## src/rtl/rf_port_arbiter.sv

```systemverilog
// rf_port_arbiter: sequences the single Regfile access slot between buffered
// writeback writes and operand-fetch reads, returning both operands through a
// valid/ready response.
// Build option: RF_ARB_FWD_EN enables forwarding from the write FIFO and the
// starve counter. Without it, reads wait for the FIFO to drain.
module rf_port_arbiter #(
    parameter int WBUF_DEPTH_LOG2 = 2,
    parameter int STARVE_LIMIT    = 4
) (
    input  logic                     clk,
    input  logic                     rst_n,
    input  logic                     wr_valid,
    output logic                     wr_ready,
    input  logic [4:0]               wr_addr,
    input  logic [31:0]              wr_data,
    input  logic                     rd_valid,
    output logic                     rd_ready,
    input  logic [4:0]               rd_addr1,
    input  logic [4:0]               rd_addr2,
    output logic                     rsp_valid,
    input  logic                     rsp_ready,
    output logic [31:0]              rsp_data1,
    output logic [31:0]              rsp_data2,
    output logic                     rf_RegWrite,
    output logic [4:0]               rf_A1,
    output logic [4:0]               rf_A2,
    output logic [4:0]               rf_A3,
    output logic [31:0]              rf_WD3,
    input  logic [31:0]              rf_RD1,
    input  logic [31:0]              rf_RD2,
    output logic [WBUF_DEPTH_LOG2:0] wbuf_count
);
    localparam int DEPTH = 1 << WBUF_DEPTH_LOG2;
    localparam int SW    = $clog2(STARVE_LIMIT + 2);
    localparam logic [WBUF_DEPTH_LOG2-1:0] PTR_ONE = 1;
    localparam logic [WBUF_DEPTH_LOG2:0]   CNT_ONE = 1;

    typedef enum logic [1:0] {IDLE, CAPTURE, RESP} state_e;
    state_e state_q, state_d;

    logic [4:0]                 wb_addr_q [DEPTH];
    logic [31:0]                wb_data_q [DEPTH];
    logic [WBUF_DEPTH_LOG2-1:0] head_q, tail_q;
    logic [WBUF_DEPTH_LOG2:0]   count_q, count_d;
    logic [4:0]                 a1_q, a2_q;
    logic [31:0]                rsp1_q, rsp2_q, rsp1_d, rsp2_d;
    logic [SW-1:0]              starve;
    logic full, empty, push, pop, force_wr, rd_gate, rd_open, rd_fire;

    assign full       = (count_q == (WBUF_DEPTH_LOG2+1)'(DEPTH));
    assign empty      = (count_q == '0);
    assign wr_ready   = !full;
    // Writes to r0 are acknowledged but never reach the FIFO.
    assign push       = wr_valid && !full && (wr_addr != 5'd0);
    assign force_wr   = full || (starve == SW'(STARVE_LIMIT));
    assign rd_open    = (state_q == IDLE) || ((state_q == RESP) && rsp_ready);
    assign rd_ready   = rd_open && !force_wr && rd_gate;
    assign rd_fire    = rd_valid && rd_ready;
    // A read owns the slot; otherwise the FIFO head drains into the Regfile.
    assign pop        = !rd_fire && !empty;
    assign rsp_valid  = (state_q == RESP);
    assign rsp_data1  = rsp1_q;
    assign rsp_data2  = rsp2_q;
    assign wbuf_count = count_q;

    assign rf_RegWrite = pop;
    assign rf_A3       = wb_addr_q[head_q];
    assign rf_WD3      = wb_data_q[head_q];
    // Read addresses hold between reads so idle-slot refreshes keep RD stable.
    assign rf_A1       = rd_fire ? rd_addr1 : a1_q;
    assign rf_A2       = rd_fire ? rd_addr2 : a2_q;

`ifdef RF_ARB_FWD_EN
    logic [SW-1:0]              starve_q;
    logic                       hit1_d, hit2_d, hit1_q, hit2_q;
    logic [31:0]                fwd1_d, fwd2_d, fwd1_q, fwd2_q;
    logic [WBUF_DEPTH_LOG2-1:0] idx;

    assign starve  = starve_q;
    assign rd_gate = 1'b1;

    // Scan head to tail so the youngest matching entry wins.
    always_comb begin
        hit1_d = 1'b0;
        hit2_d = 1'b0;
        fwd1_d = '0;
        fwd2_d = '0;
        idx    = '0;
        for (int i = 0; i < DEPTH; i++) begin
            idx = head_q + WBUF_DEPTH_LOG2'(i);
            if ((WBUF_DEPTH_LOG2+1)'(i) < count_q) begin
                if (wb_addr_q[idx] == rd_addr1) begin
                    hit1_d = 1'b1;
                    fwd1_d = wb_data_q[idx];
                end
                if (wb_addr_q[idx] == rd_addr2) begin
                    hit2_d = 1'b1;
                    fwd2_d = wb_data_q[idx];
                end
            end
        end
    end

    // Forwarding capture at acceptance and the read-starvation counter.
    always_ff @(posedge clk or negedge rst_n) begin
        if (!rst_n) begin
            hit1_q   <= 1'b0;
            hit2_q   <= 1'b0;
            fwd1_q   <= '0;
            fwd2_q   <= '0;
            starve_q <= '0;
        end else begin
            if (rd_fire) begin
                hit1_q <= hit1_d;
                hit2_q <= hit2_d;
                fwd1_q <= fwd1_d;
                fwd2_q <= fwd2_d;
            end
            if (pop)
                starve_q <= '0;
            else if (rd_fire && !empty && (starve_q != SW'(STARVE_LIMIT)))
                starve_q <= starve_q + SW'(1);
        end
    end
`else
    assign starve  = '0;
    assign rd_gate = empty;
`endif

    // Response value: forwarded data over Regfile data, r0 always zero.
    always_comb begin
        rsp1_d = rf_RD1;
        rsp2_d = rf_RD2;
`ifdef RF_ARB_FWD_EN
        if (hit1_q) rsp1_d = fwd1_q;
        if (hit2_q) rsp2_d = fwd2_q;
`endif
        if (a1_q == 5'd0) rsp1_d = '0;
        if (a2_q == 5'd0) rsp2_d = '0;
    end

    // FIFO occupancy next-state.
    always_comb begin
        count_d = count_q;
        if (push && !pop)      count_d = count_q + CNT_ONE;
        else if (!push && pop) count_d = count_q - CNT_ONE;
    end

    // Read sequencing FSM next-state.
    always_comb begin
        state_d = state_q;
        case (state_q)
            IDLE:    if (rd_fire) state_d = CAPTURE;
            CAPTURE: state_d = RESP;
            RESP:    if (rsp_ready) state_d = rd_fire ? CAPTURE : IDLE;
            default: state_d = IDLE;
        endcase
    end

    // FIFO storage; contents are don't-care while pointers say empty.
    always_ff @(posedge clk) begin
        if (push) begin
            wb_addr_q[tail_q] <= wr_addr;
            wb_data_q[tail_q] <= wr_data;
        end
    end

    // Control state, read addresses and response registers.
    always_ff @(posedge clk or negedge rst_n) begin
        if (!rst_n) begin
            state_q <= IDLE;
            head_q  <= '0;
            tail_q  <= '0;
            count_q <= '0;
            a1_q    <= '0;
            a2_q    <= '0;
            rsp1_q  <= '0;
            rsp2_q  <= '0;
        end else begin
            state_q <= state_d;
            count_q <= count_d;
            if (push) tail_q <= tail_q + PTR_ONE;
            if (pop)  head_q <= head_q + PTR_ONE;
            if (rd_fire) begin
                a1_q <= rd_addr1;
                a2_q <= rd_addr2;
            end
            if (state_q == CAPTURE) begin
                rsp1_q <= rsp1_d;
                rsp2_q <= rsp2_d;
            end
        end
    end
endmodule

```

## config.mk

```make
export PLATFORM = sky130hd
export DESIGN_NAME = rf_port_arbiter
export DESIGN_NICKNAME = d
export VERILOG_FILES = /design/src/rtl/rf_port_arbiter.sv
export SDC_FILE = /design/constraint.sdc
export NUM_CORES = 1
export LEC_CHECK = 0
export BUFFER_PORTS_ARGS = -buffer_cell sky130_fd_sc_hd__buf_2
export CAP_MARGIN = 15
export CORE_MARGIN = 5
export CORE_UTILIZATION = 38
export CTS_BUF_LIST = sky130_fd_sc_hd__clkbuf_8
export DETAILED_ROUTE_END_ITERATION = 12
export GPL_TIMING_DRIVEN = 0
export PLACE_DENSITY = 0.64
export SYNTH_ARGS = -nofsm -noshare
export SYNTH_HDL_FRONTEND = slang
export SYNTH_SLANG_ARGS = --single-unit
```

## constraint.sdc

```tcl
create_clock -name clk -period 4.8 [get_ports clk]
set_clock_uncertainty 0.05 [all_clocks]
set_input_delay 0.48 -clock clk [delete_from_list [all_inputs] [get_ports clk]]
set_output_delay 0.48 -clock clk [all_outputs]
set_load 0.03 [all_outputs]
```

Word-level counts from Yosys, hierarchy flattened
Memories as Yosys holds them, arrays and structs flattened.
Cells that the tools add are included.

word-level totals
  register bits = 83
  memory bits (writable) = 148
  output and inout bits = 118
  word-level logic and storage cells = 53
  memories = 2

memories
  name       words  width  read ports  clocked after memory_dff  write ports  RTL line  text
  wb_data_q  4      32     1           0                         1            42        logic [31:0] wb_data_q [DEPTH];
  wb_addr_q  4      5      1           0                         1            41        logic [4:0] wb_addr_q [DEPTH];

operators by class
  add/subtract/negate cells = 4
  equality and inequality tests = 5
  mux-type cells = 12
  reduce and logical (&&, ||, !) cells = 22

operator list
  operator                                                                  count
  32-bit two-way mux                                                        2
  5-bit logical NOT                                                         2
  5-bit two-way mux                                                         2
  1-bit logical AND                                                         9
  3-bit two-way mux                                                         2
  2-bit one-hot mux with 3 select lines                                     1
  1-bit logical NOT                                                         5
  5-bit nonzero test                                                        1
  2-bit by 1-bit adder with 2-bit output (second input constant)            2
  2-bit two-way mux                                                         2
  3-bit by 1-bit adder with 3-bit output (second input constant)            1
  3-bit == test (second input constant)                                     1
  3-bit logical NOT                                                         1
  1-bit two-way mux                                                         3
  3-bit by 1-bit subtractor with 3-bit output (second input constant)       1
  2-bit by 1-bit == test with 1-bit output (second input constant)          1
  2-bit == test (second input constant)                                     1
  2-bit logical NOT                                                         1
  2-bit by 1-bit inequality test with 1-bit output (second input constant)  1
  2-bit inequality test (second input constant)                             1
  2-bit AND reduction                                                       1
  2-bit nonzero test                                                        1
  1-bit logical OR                                                          1

Depth between registers and ports, before layout
  depth after elaboration = 11
  gate-level depth with buffers = 8

Worst setup path before layout
Ideal clock, no wire load.

  kind = reg-to-reg
  start = register count_q[1], in the netlist wbuf_count[1]
  end = register count_q[1], in the netlist wbuf_count[1]
  library setup time = 0.125 ns
  arrival time = 2.239 ns
  data required time = 4.625 ns
  setup slack = 2.387 ns
  cell stages (with the launch flop) = 7
  buffers on the path = 0
  clock period less this slack = 2.413 ns
  cell sequence = dfrtp_1 or3b_1 o211a_4 ha_1 inv_1 fa_1 mux2_2

on the way
  elaborated cells on any way between the ends = 20
  classes of those cells = add/sub: 2; eq/ne: 1; mux: 2; reduce/logical: 15

RTL lines
  what                             RTL line  text
  from (decl)                      44        logic [WBUF_DEPTH_LOG2:0] count_q, count_d;
  from (signal assigned)           181       count_q <= count_d;
  3-bit == test                    50        assign full = (count_q == (WBUF_DEPTH_LOG2+1)'(DEPTH));
  1-bit logical NOT                n/a
  named net wr_ready               13        output logic wr_ready,
  1-bit logical AND (2 in series)  54        assign push = wr_valid && !full && (wr_addr != 5'd0);
  named net push                   48        logic full, empty, push, pop, force_wr, rd_gate, rd_open, rd_fire;
  1-bit logical AND                145       if (push && !pop) count_d = count_q + CNT_ONE;
  3-bit two-way mux                145
  named net count_d[1]             44

The timed path passes the listed nets, and every way through them passes these cells. The select of a mux whose other input is x is not followed.
A chain may end at the register's enable or synchronous reset.

Worst setup path after layout
  start = register count_q[0], in the netlist wbuf_count[0]
  end = output port rf_A2[0]

on the way
  longest elaborated chain between the ends = 6
  elaborated cells on any way between the ends = 7
  classes of those cells = eq/ne: 1; mux: 1; reduce/logical: 5

ends and longest elaborated chain
  what                 RTL line  text
  3-bit == test        50
  1-bit logical NOT    57        assign rd_ready = rd_open && !force_wr && rd_gate;
  1-bit logical AND    57
  1-bit logical AND *  57
  1-bit logical AND *  58        assign rd_fire = rd_valid && rd_ready;
  5-bit two-way mux *  n/a
  to (decl)            26        output logic [4:0] rf_A2,

Every way passes the cells marked *; elsewhere a longest branch is shown, timed or not.

==> impl_metrics.py <==
metrics = {
    "power": {
        "clkPwrFrac": 0.202,
        "sw_frac_of_total": 0.4054,
        "sequentialPowerShare": 0.389,
        "combPwrFrac": 0.409,
        "leakage_nw": 4.562,
        "switchingPower_mw": 3.130,
        "ir_worst_vdd_uv": 428.0,
        "p_per_area_mw_per_mm2": 702.9,
        "p_int_mw": 4.591,
    },
    "logic_synthesis": {
        "syn_nets": 661,
        "yosys_warnings": 0,
        "yosys.area.top_type_share": 0.5090,
        "synth_top_area_cell": "edfxtp_1",
        "yosys-top-cells-area": "edfxtp_1 (51%), dfrtp_1 (24%), mux4_2 (9.5%)",
        "synth_area_sq_mm": 0.008731,
        "synth_seq_area_share": 0.7469,
        "synth_cell_types": 29,
        "avgSynthCellArea_sq_um": 16.20,
        "synthCells": 539,
        "ys_ff_latch": 231,
    },
    "finish": {
        "final-seq-area_sq_mm": 0.006521,
        "area_growth_pct": 25.82,
        "fin_nets": 935,
        "final_cell_mix": "buf_2 (239), edfxtp_1 (148), nand2_1 (129)",
        "final_common_cell": "buf_2",
        "nFillCells": 1977,
        "fin_area_sq_mm": 0.01099,
        "multiInputGateArea_sq_mm": 0.002062,
        "drive_above_1_share": 0.4205,
        "antenna_cells": 0,
    },
    "timing": {
        "fin_crit_ps": 2888,
        "worst_pin_slew_ps": 1037,
        "clock.fmax_ghz": 0.3463,
        "finalHoldViolCount": 0,
        "tns_ps": 0,
        "whs_ps": 126.1,
        "slew_violations": 0,
        "min_period_over_period": 0.6017,
        "setup_viol": 0,
        "rsz0062_at_grt": "no",
        "slew_headroom": 0.3084,
    },
    "critical_path": {
        "cpLargestDelayFamily": "simple AND/OR/NAND/NOR gates",
        "critPathCaptureType": "primary output",
        "path_class": "register to primary output",
        "cpMaxStageDelayCell": "dfrtp_1",
        "critPathMaxFanout": 10,
        "critical_path.max_stage_delay_ps": 450,
        "cp.arrival_ps": 2360,
        "crit_path_cell_trace": "nor3_2, nand4b_1, buf_2, mux2_2, buf_2",
        "cp_data_required_time_ps": 4270,
        "crit_top_cell": "buf_2",
        "startpoint_type": "register",
        "path_buf_inv": 2,
    },
    "clocking": {
        "cts_sinks": 231,
        "clk_pin_slew_ps": 60,
        "root_buffer": "clkbuf_8",
        "cts_inserted_buffers": 37,
        "clock_path_buffers": 3,
        "cts_max_level": 2,
        "clk_latency_ps": 520,
        "cts_setup_buffers": 0,
        "ctsResizeCount": 0,
        "cts_tree": "built",
    },
    "global_route": {
        "grtUsageTotal": 0.1540,
        "antenna_found_initial": 2,
        "grt_pass1_wl_microns": 31540,
        "grt_max_degree": 63,
        "globalRoute.totalOverflow": 0,
        "grt_pass1_vias": 5694,
    },
    "routing": {
        "wire_per_inst_microns": 18.05,
        "vias_per_cell": 4.816,
        "drtAntennaViolNets": 0,
        "drcViolationCount": 0,
        "drt-total-wl_microns": 20250,
        "first_iter_violations": 231,
        "vias": 5403,
        "dr.pass1.iters": 4,
    },
    "die": {
        "die-area_sq_mm": 0.02611,
        "die_w_microns": 161.6,
        "ios": 234,
        "dieHeight_microns": 161.6,
        "core_sq_mm": 0.02264,
        "rows": 55,
        "start_util": 0.3856,
    },
    "place": {
        "io_buffer_count": 233,
        "gp_congestion": 0.7850,
        "dpl.hpwl_microns": 14130,
        "post_dp_cell_area_sq_mm": 0.01028,
    },
    "job": {
        "cap_violations": 0,
    },
    "hold_path": {
        "min_path_type": "primary input to register",
    },
    "run_status": {
        "status": "completed",
    },
}
## stage by stage
| stage | power [mW] | setup slack [ps] | cells | utilization |
|---|---|---|---|---|
| 3_5_place_dp | 6.262 | 2235 | 1058 | 0.4542 |
| 2_1_floorplan | 5.228 | 2387 | 539 | - |
| 5_1_grt | 8.193 | 1703 | 1122 | 0.4852 |
| 3_3_place_gp | 6.219 | 2241 | 1057 | 0.4529 |
| 6_report | 7.721 | 1912 | 1122 | 0.4852 |
| 4_1_cts | 7.852 | 1789 | 1122 | 0.4852 |
## routing by layer
layer / vias up / routed length, microns / global-route usage
met2: 238 / 9663 / 0.2524
met1: 2611 / 8243 / 0.1894
met3: 31 / 1998 / 0.06379
li1: 2519 / - / -
met4: 4 / 322 / 0.04265
met5: - / 27 / 0
## worst reg2reg max path: stages, from the launching register on
cell	delay, ps
dfrtp_1	450
or3b_1	420
o211a_4	190
ha_1	210
inv_1	70
fa_1	410
mux2_2	270
## worst paths after layout
check	from	end	slack, ps	depth (start not counted)
max	wbuf_count[0]$_DFFE_PN0P_	rf_A2[0]	1910	5
min in group asynchronous	rst_n	head_q[1]$_DFFE_PN0P_	360	2
max reg2reg	wbuf_count[0]$_DFFE_PN0P_	wbuf_count[1]$_DFFE_PN0P_	2590	6
max in group asynchronous	rst_n	rsp_data2[4]$_DFFE_PN0N_	3710	3
min reg2reg	rsp_data1[30]$_DFFE_PN0N_	rsp_data1[30]$_DFFE_PN0N_	430	2
min	wr_data[26]	wb_data_q[2][26]$_DFFE_PP_	130	1
## final cells by class
class / instances / share of cell area
clock buffer: 44 / 0.05513
tap: 285 / 0.03246
multi-input combinational: 274 / 0.1877
buffer: 29 / 0.01173
timing repair buffer: 235 / 0.1098
inverter: 5 / 0.001708
sequential: 231 / 0.5936
clock inverter: 19 / 0.007859
## cell families after synthesis
group	after synthesis	share of synthesized area
DFF	231	0.7469
adders and majority gates	6	0.009458
buffers and inverters	34	0.01691
AOI/OAI and AO/OA	66	0.03927
xor gates and xnor gates	6	0.006019
and+or+nand+nor	147	0.07008
muxes	49	0.1113
## cell usage after synthesis, drive strengths merged
cell and number:
nor3 1, mux4 37, nand4b 1, nor3b 1
mux2 12, xnor2 4, inv 5, and2 4
xor2 2, or3b 1, o21ai 65, nand2b 2
buf 14, nor2b 2, ha 5, nand2 129
edfxtp 148, clkbuf 15, fa 1, o211a 1
nor2 3, dfrtp 83, or4 3
## repair_timing
item	in CTS	in global routing
setup endpoints to repair	0	0
hold endpoints to repair	21	0
hold buffers	1	0
## power groups by stage
| stage | clock network [mW] | logic [mW] | registers [mW] |
|---|---|---|---|
| after floorplan | 0 | 1.68 | 3.55 |
| after global placement | 0 | 3.20 | 3.02 |
| after detailed placement | 0 | 3.23 | 3.03 |
| after CTS | 1.62 | 3.23 | 3.01 |
| after global routing | 1.72 | 3.41 | 3.06 |
| final | 1.56 | 3.16 | 3.00 |
## registers in the layout, summed over array words and instances (netlist names)
register	count
head_q	2
rsp_data2	32
wb_data_q	128
wb_addr_q	20
tail_q	2
wbuf_count	3
a1_q	5
a2_q	5
rsp_data1	32
state_q	2
Power figures use the tool's default switching activity.
